[src/rtl/xmpl_dsp_sched.sv]
// Round-robin scheduler sharing one xmpl DSP datapath among NREQ requesters.
// One command in flight; status (or a timeout error) returns over valid/ready.
module xmpl_dsp_sched #(
  parameter int NREQ    = 4,
  parameter int TMO_W   = 8,
  parameter int TMO_MAX = 200
) (
  input  logic                      clk_i,
  input  logic                      reset_i,
  input  logic [NREQ-1:0]           req_valid_i,
  output logic [NREQ-1:0]           req_ready_o,
  input  logic [NREQ*12-1:0]        req_cfg_i,
  input  logic [NREQ*32-1:0]        req_data_i,
  output logic [NREQ-1:0]           rsp_valid_o,
  input  logic [NREQ-1:0]           rsp_ready_i,
  output logic [31:0]               rsp_status_o,
  output logic                      rsp_err_o,
  output logic                      dsp_start_o,
  output logic [11:0]               dsp_cfg_o,
  output logic [31:0]               dsp_data_o,
  input  logic                      dsp_done_i,
  input  logic [31:0]               dsp_status_i,
  output logic                      busy_o,
  output logic [$clog2(NREQ)-1:0]   grant_o
);

  localparam int GW = $clog2(NREQ);

  typedef enum logic [1:0] {IDLE, ISSUE, WAIT, RESP} state_t;

  state_t          state_q, state_d;
  logic [GW-1:0]   rr_q, grant_q, pick, cand;
  logic            any_req;
  logic [11:0]     cfg_q;
  logic [31:0]     data_q;
  logic [TMO_W-1:0] cnt_q;
  logic [31:0]     status_q;
  logic            err_q;
  logic            tmo_hit;
  logic            rsp_hs;

  // Circular search upward from the round-robin pointer.
  always_comb begin
    pick    = '0;
    cand    = '0;
    any_req = 1'b0;
    for (int unsigned i = 0; i < NREQ; i++) begin
      cand = GW'((32'(rr_q) + i) % 32'(NREQ));
      if (!any_req && req_valid_i[cand]) begin
        any_req = 1'b1;
        pick    = cand;
      end
    end
  end

  assign tmo_hit = (cnt_q == TMO_W'(TMO_MAX - 1));
  assign rsp_hs  = rsp_ready_i[grant_q];

  always_ff @(posedge clk_i) begin
    if (reset_i) state_q <= IDLE;
    else         state_q <= state_d;
  end

  always_comb begin
    state_d = state_q;
    case (state_q)
      IDLE:    if (any_req) state_d = ISSUE;
      ISSUE:   state_d = WAIT;
      WAIT:    if (dsp_done_i || tmo_hit) state_d = RESP;
      RESP:    if (rsp_hs) state_d = IDLE;
      default: state_d = IDLE;
    endcase
  end

  always_ff @(posedge clk_i) begin
    if (reset_i) begin
      rr_q     <= '0;
      grant_q  <= '0;
      cfg_q    <= '0;
      data_q   <= '0;
      cnt_q    <= '0;
      status_q <= '0;
      err_q    <= 1'b0;
    end else begin
      case (state_q)
        IDLE: if (any_req) begin
          grant_q <= pick;
          cfg_q   <= req_cfg_i[pick*12 +: 12];
          data_q  <= req_data_i[pick*32 +: 32];
        end
        ISSUE: cnt_q <= '0;
        WAIT: begin
          cnt_q <= cnt_q + 1'b1;
          // done wins over a simultaneous timeout
          if (dsp_done_i) begin
            status_q <= dsp_status_i;
            err_q    <= 1'b0;
          end else if (tmo_hit) begin
            status_q <= '0;
            err_q    <= 1'b1;
          end
        end
        RESP: if (rsp_hs) rr_q <= (grant_q == GW'(NREQ - 1)) ? '0 : grant_q + 1'b1;
        default: ;
      endcase
    end
  end

  // Outputs are forced to zero while reset_i is high so reset shows in its own cycle.
  always_comb begin
    req_ready_o  = '0;
    rsp_valid_o  = '0;
    rsp_status_o = '0;
    rsp_err_o    = 1'b0;
    dsp_start_o  = 1'b0;
    dsp_cfg_o    = '0;
    dsp_data_o   = '0;
    busy_o       = 1'b0;
    grant_o      = '0;
    if (!reset_i) begin
      if (state_q == IDLE && any_req) req_ready_o = NREQ'(1) << pick;
      if (state_q == RESP)            rsp_valid_o = NREQ'(1) << grant_q;
      rsp_status_o = status_q;
      rsp_err_o    = err_q;
      dsp_start_o  = (state_q == ISSUE);
      dsp_cfg_o    = cfg_q;
      dsp_data_o   = data_q;
      busy_o       = (state_q != IDLE);
      grant_o      = grant_q;
    end
  end

  a_rsp_onehot: assert property (@(posedge clk_i) $onehot0(rsp_valid_o));
  a_req_onehot: assert property (@(posedge clk_i) $onehot0(req_ready_o));
  a_start_once: assert property (@(posedge clk_i) disable iff (reset_i)
                                 dsp_start_o |=> !dsp_start_o);

endmodule

[config.mk]
export PLATFORM = sky130hd
export DESIGN_NAME = xmpl_dsp_sched
export DESIGN_NICKNAME = d
export VERILOG_FILES = /design/src/rtl/xmpl_dsp_sched.sv
export SDC_FILE = /design/constraint.sdc
export NUM_CORES = 1
export LEC_CHECK = 0
export CAP_MARGIN = 20
export CORE_ASPECT_RATIO = 2
export CORE_MARGIN = 4
export CORE_UTILIZATION = 30
export CTS_BUF_LIST = sky130_fd_sc_hd__clkbuf_8
export CTS_CLUSTER_DIAMETER = 120
export DETAILED_ROUTE_END_ITERATION = 10
export GPL_TIMING_DRIVEN = 0
export MAX_ROUTING_LAYER = met4
export PLACE_DENSITY_LB_ADDON = 0.2
export SLEW_MARGIN = 20
export SYNTH_ARGS = -nofsm -noshare
export SYNTH_HDL_FRONTEND = slang
export SYNTH_SLANG_ARGS = --single-unit
[constraint.sdc]
create_clock -name clk_i -period 1.9 [get_ports clk_i]
set_clock_uncertainty 0.1 [all_clocks]
set_input_delay 0.38 -clock clk_i [delete_from_list [all_inputs] [get_ports clk_i]]
set_output_delay 0.38 -clock clk_i [all_outputs]
set_load 0.005 [all_outputs]
==> results.toml <==
[clock_network]
cts_hold_buf = 0
cts-root-buf = "clkbuf_8"
cts.path.max_buffers = 2
clkTransAtPathRegs_ps = 110
numClockSinks = 91
htree_levels = 3
cts_tree = "done"
insertion_delay_ps = 370
cts_made_buffers = 9

[sta]
hold_viol_final = 0
period_needed_ps = 2100
rsz0062_at_grt = "yes"
fin_crit_sh_pct = 111
final_max_slew_viol_count = 0
slew_headroom_pct = 62.4
finalSetupViolCount = 17
fin_ws_ps = -205
max_slew.worst_pin.slew_ps = 560
fmax_mhz = 475

[power]
switchingPower_uw = 2780
vdd_drop_max_mv = 0.419
comb_power_share_pct = 47.3
p_leak_uw = 0.00390
sw_frac_of_total_pct = 36.3
p_per_area_nw_per_um2 = 863
seqPwrFrac_pct = 35.0
pwr-share-clk_pct = 17.7
p_int_uw = 4870

[synthesis]
synth-compound-area-share_pct = 30.7
synth_adder_area_share_pct = 2.35
synthCells = 543
synth_cell_types = 42
synth-edff-count = 0
syn_area_um2 = 4780
ys_ff_latch = 91
synth_xor_area_share_pct = 0.915
synth_warnings = 0
avgSynthCellArea_um2 = 8.81
async_reset_ff_share_pct = 0
synthSimpleGateAreaFrac_pct = 19.6
synth_top_family_by_area = "compound AO/OA/AOI/OAI gates"
synth_flop_cell = "dfxtp_1"
synth_nets = 771
yosys-mux-area-fraction_pct = 1.10
yosysSeqAreaShare_pct = 38.1

[global_routing]
grt_use_total_pct = 24.1
grt_pass1_wl_um = 33800
grt_pass1_vias = 5989
grt_overflow = 0
grt_max_degree = 20
antenna_found_initial = 1

[die]
initial_core_util_pct = 30.5
die_w_um = 97.3
die_h_um = 187
core-area_um2 = 15700
rows = 65
ioPinCount = 308
fp.dieArea_um2 = 18200

[routing]
drt-vias-per-instance = 5.27
drc = 0
drt_iter0_drc = 341
drt-pass1-iter-count = 7
postRouteAntennaNets = 0
routed_wl_um = 22400
via_count = 5743
wl_per_cell_um = 20.6

[setup_path]
cp_max_fo = 6
crit_path_start_kind = "register"
worstSetupPathType = "register to output port"
worstPathArrival_ps = 1620
end_kind = "output port"
worstPathRequired_ps = 1420

[placed_design]
hpwl_um = 17200
gp_congestion = 0.881
place_ws_ps = -1500
place_area_um2 = 8130
io_buffers = 305

[hold_path]
hold_path.class = "input pin to register"

[status]
violations = "setup timing"
status = "complete, but fails checks"

[cells_and_area]
final_area_um2 = 8870
nFillCells = 1445
syn2layout_area_growth_pct = 85.4
drive_gt1_share_pct = 17.6
utilization_pct = 56.5
fin_nets = 1110

[job]
max_cap_viol_count = 0
==> power by group through the flow <==
stage / logic [µW] / clock network (µW) / registers, µW
2_1_floorplan: 1900 / 0 / 2640
5_1_grt: 3950 / 1480 / 2740
3_3_place_gp: 3430 / 0 / 2690
6_report: 3620 / 1360 / 2680
4_1_cts: 3570 / 1400 / 2670
3_5_place_dp: 3500 / 0 / 2710
==> synth_stat cells (2+ instances only) <==
| cell type | number | area (µm²) |
|---|---|---|
| dfxtp_1 | 91 | 1820 |
| nor2b_1 | 78 | 488 |
| nor2_1 | 61 | 229 |
| a21oi_1 | 54 | 270 |
| a211oi_1 | 44 | 330 |
| a222oi_1 | 44 | 440 |
| a22o_1 | 32 | 280 |
| buf_2 | 23 | 115 |
| clkbuf_1 | 23 | 86.3 |
| and3_1 | 10 | 62.6 |
| inv_1 | 10 | 37.5 |
| ha_1 | 9 | 113 |
| nand2_1 | 9 | 33.8 |
| buf_6 | 8 | 90.1 |
| o21ai_0 | 5 | 25.0 |
| nand4_1 | 4 | 25.0 |
| xor2_1 | 4 | 35.0 |
| mux2i_1 | 3 | 30.0 |
| or3_1 | 3 | 18.8 |
| a221oi_1 | 2 | 17.5 |
| buf_4 | 2 | 15.0 |
| nand2b_1 | 2 | 12.5 |
| nand3_1 | 2 | 10.0 |
| o221a_1 | 2 | 22.5 |
==> placed cells by master (no fill, tap or decap), types with 5 or more instances in the layout <==
cell type | netlist | routed
clkdlybuf4s50_1 | 0 | 218
dfxtp_1 | 91 | 85
nor2_1 | 61 | 59
dlygate4sd2_1 | 0 | 59
nor2b_1 | 78 | 56
a21oi_1 | 54 | 51
a222oi_1 | 44 | 44
a211oi_1 | 44 | 44
a22o_1 | 32 | 32
buf_4 | 2 | 26
buf_6 | 8 | 22
nor2b_2 | 1 | 20
clkbuf_8 | 0 | 18
dlymetal6s2s_1 | 0 | 15
buf_2 | 23 | 8
nand2_1 | 9 | 8
ha_1 | 9 | 7
inv_1 | 10 | 6
clkbuf_2 | 0 | 6
and3_1 | 10 | 6
clkbuf_1 | 23 | 6
clkbuf_4 | 0 | 6
buf_8 | 0 | 5
==> stage by stage <==
stage / std cells / hold slack [ps] / total power (µW) / setup TNS (ps)
3_3_place_gp: 1049 / 372 / 6120 / -116400
3_5_place_dp: 1049 / 385 / 6210 / -122310
6_report: 1089 / 361 / 7660 / -1570
4_1_cts: 1085 / 324 / 7650 / -3080
5_1_grt: 1089 / 370 / 8180 / -3100
2_1_floorplan: 543 / 353 / 4550 / -280
==> cell families (layout without fill, tap and decap cells) <==
logic type                 count (synthesis)  count (layout)
AOI/OAI and AO/OA                        191             191
other                                      0               1
muxes                                      4               4
buffers and inverters                     67             411
DFF                                       91              91
xor gates and xnor gates                   5               5
and+or+nand+nor                          176             176
adders and majority gates                  9               9
==> timing repair <==
action / in CTS / in global routing
pin swaps: 23 / 25
setup buffers: 22 / 6
setup endpoints to repair: 152 / 75
resized for setup: 206 / 56
==> final timing paths <==
path	start	to	depth (start not counted)	slack, ps
worst min-delay path	req_valid_i[2]	grant_q[1]	4	360
worst max register to register	rr_q[1]	data_q[7]	7	-190
worst min register to register	cnt_q[7]	cnt_q[7]	2	400
worst max-delay path	rr_q[1]	req_ready_o[3]	6	-200
==> cell type report <==
type	instances	area, µm²	area share, %
plain buffers	51	498	5.62
clock inverters	7	76.3	0.861
well taps	201	251	2.84
diodes	1	2.50	0.0282
clock buffers	9	124	1.40
multi-input cells	385	2810	31.7
inverters	11	46.3	0.522
flip-flops and latches	91	1840	20.7
repair buffers	333	3220	36.3
==> worst max-delay path: stages, from the launching register on <==
cell     delay, ps
dfxtp_2        340
buf_8          140
buf_6          120
o221a_4        270
buf_8          120
and3_4         170
buf_6          110
==> flip-flops by register name, summed over array words and instances (netlist names) <==
signal / flops
rr_q: 2
cfg_q: 12
err_q: 1
data_q: 32
grant_q: 2
cnt_q: 8
status_q: 32
state_q: 2
==> routing by layer <==
layer | share of wire, % | track usage, %
met5 | 0 | -
met4 | 2.2 | 7.36
met3 | 6.1 | 4.79
met2 | 55 | 44.5
met1 | 37 | 25.6
(Power assumes the default switching activity.)
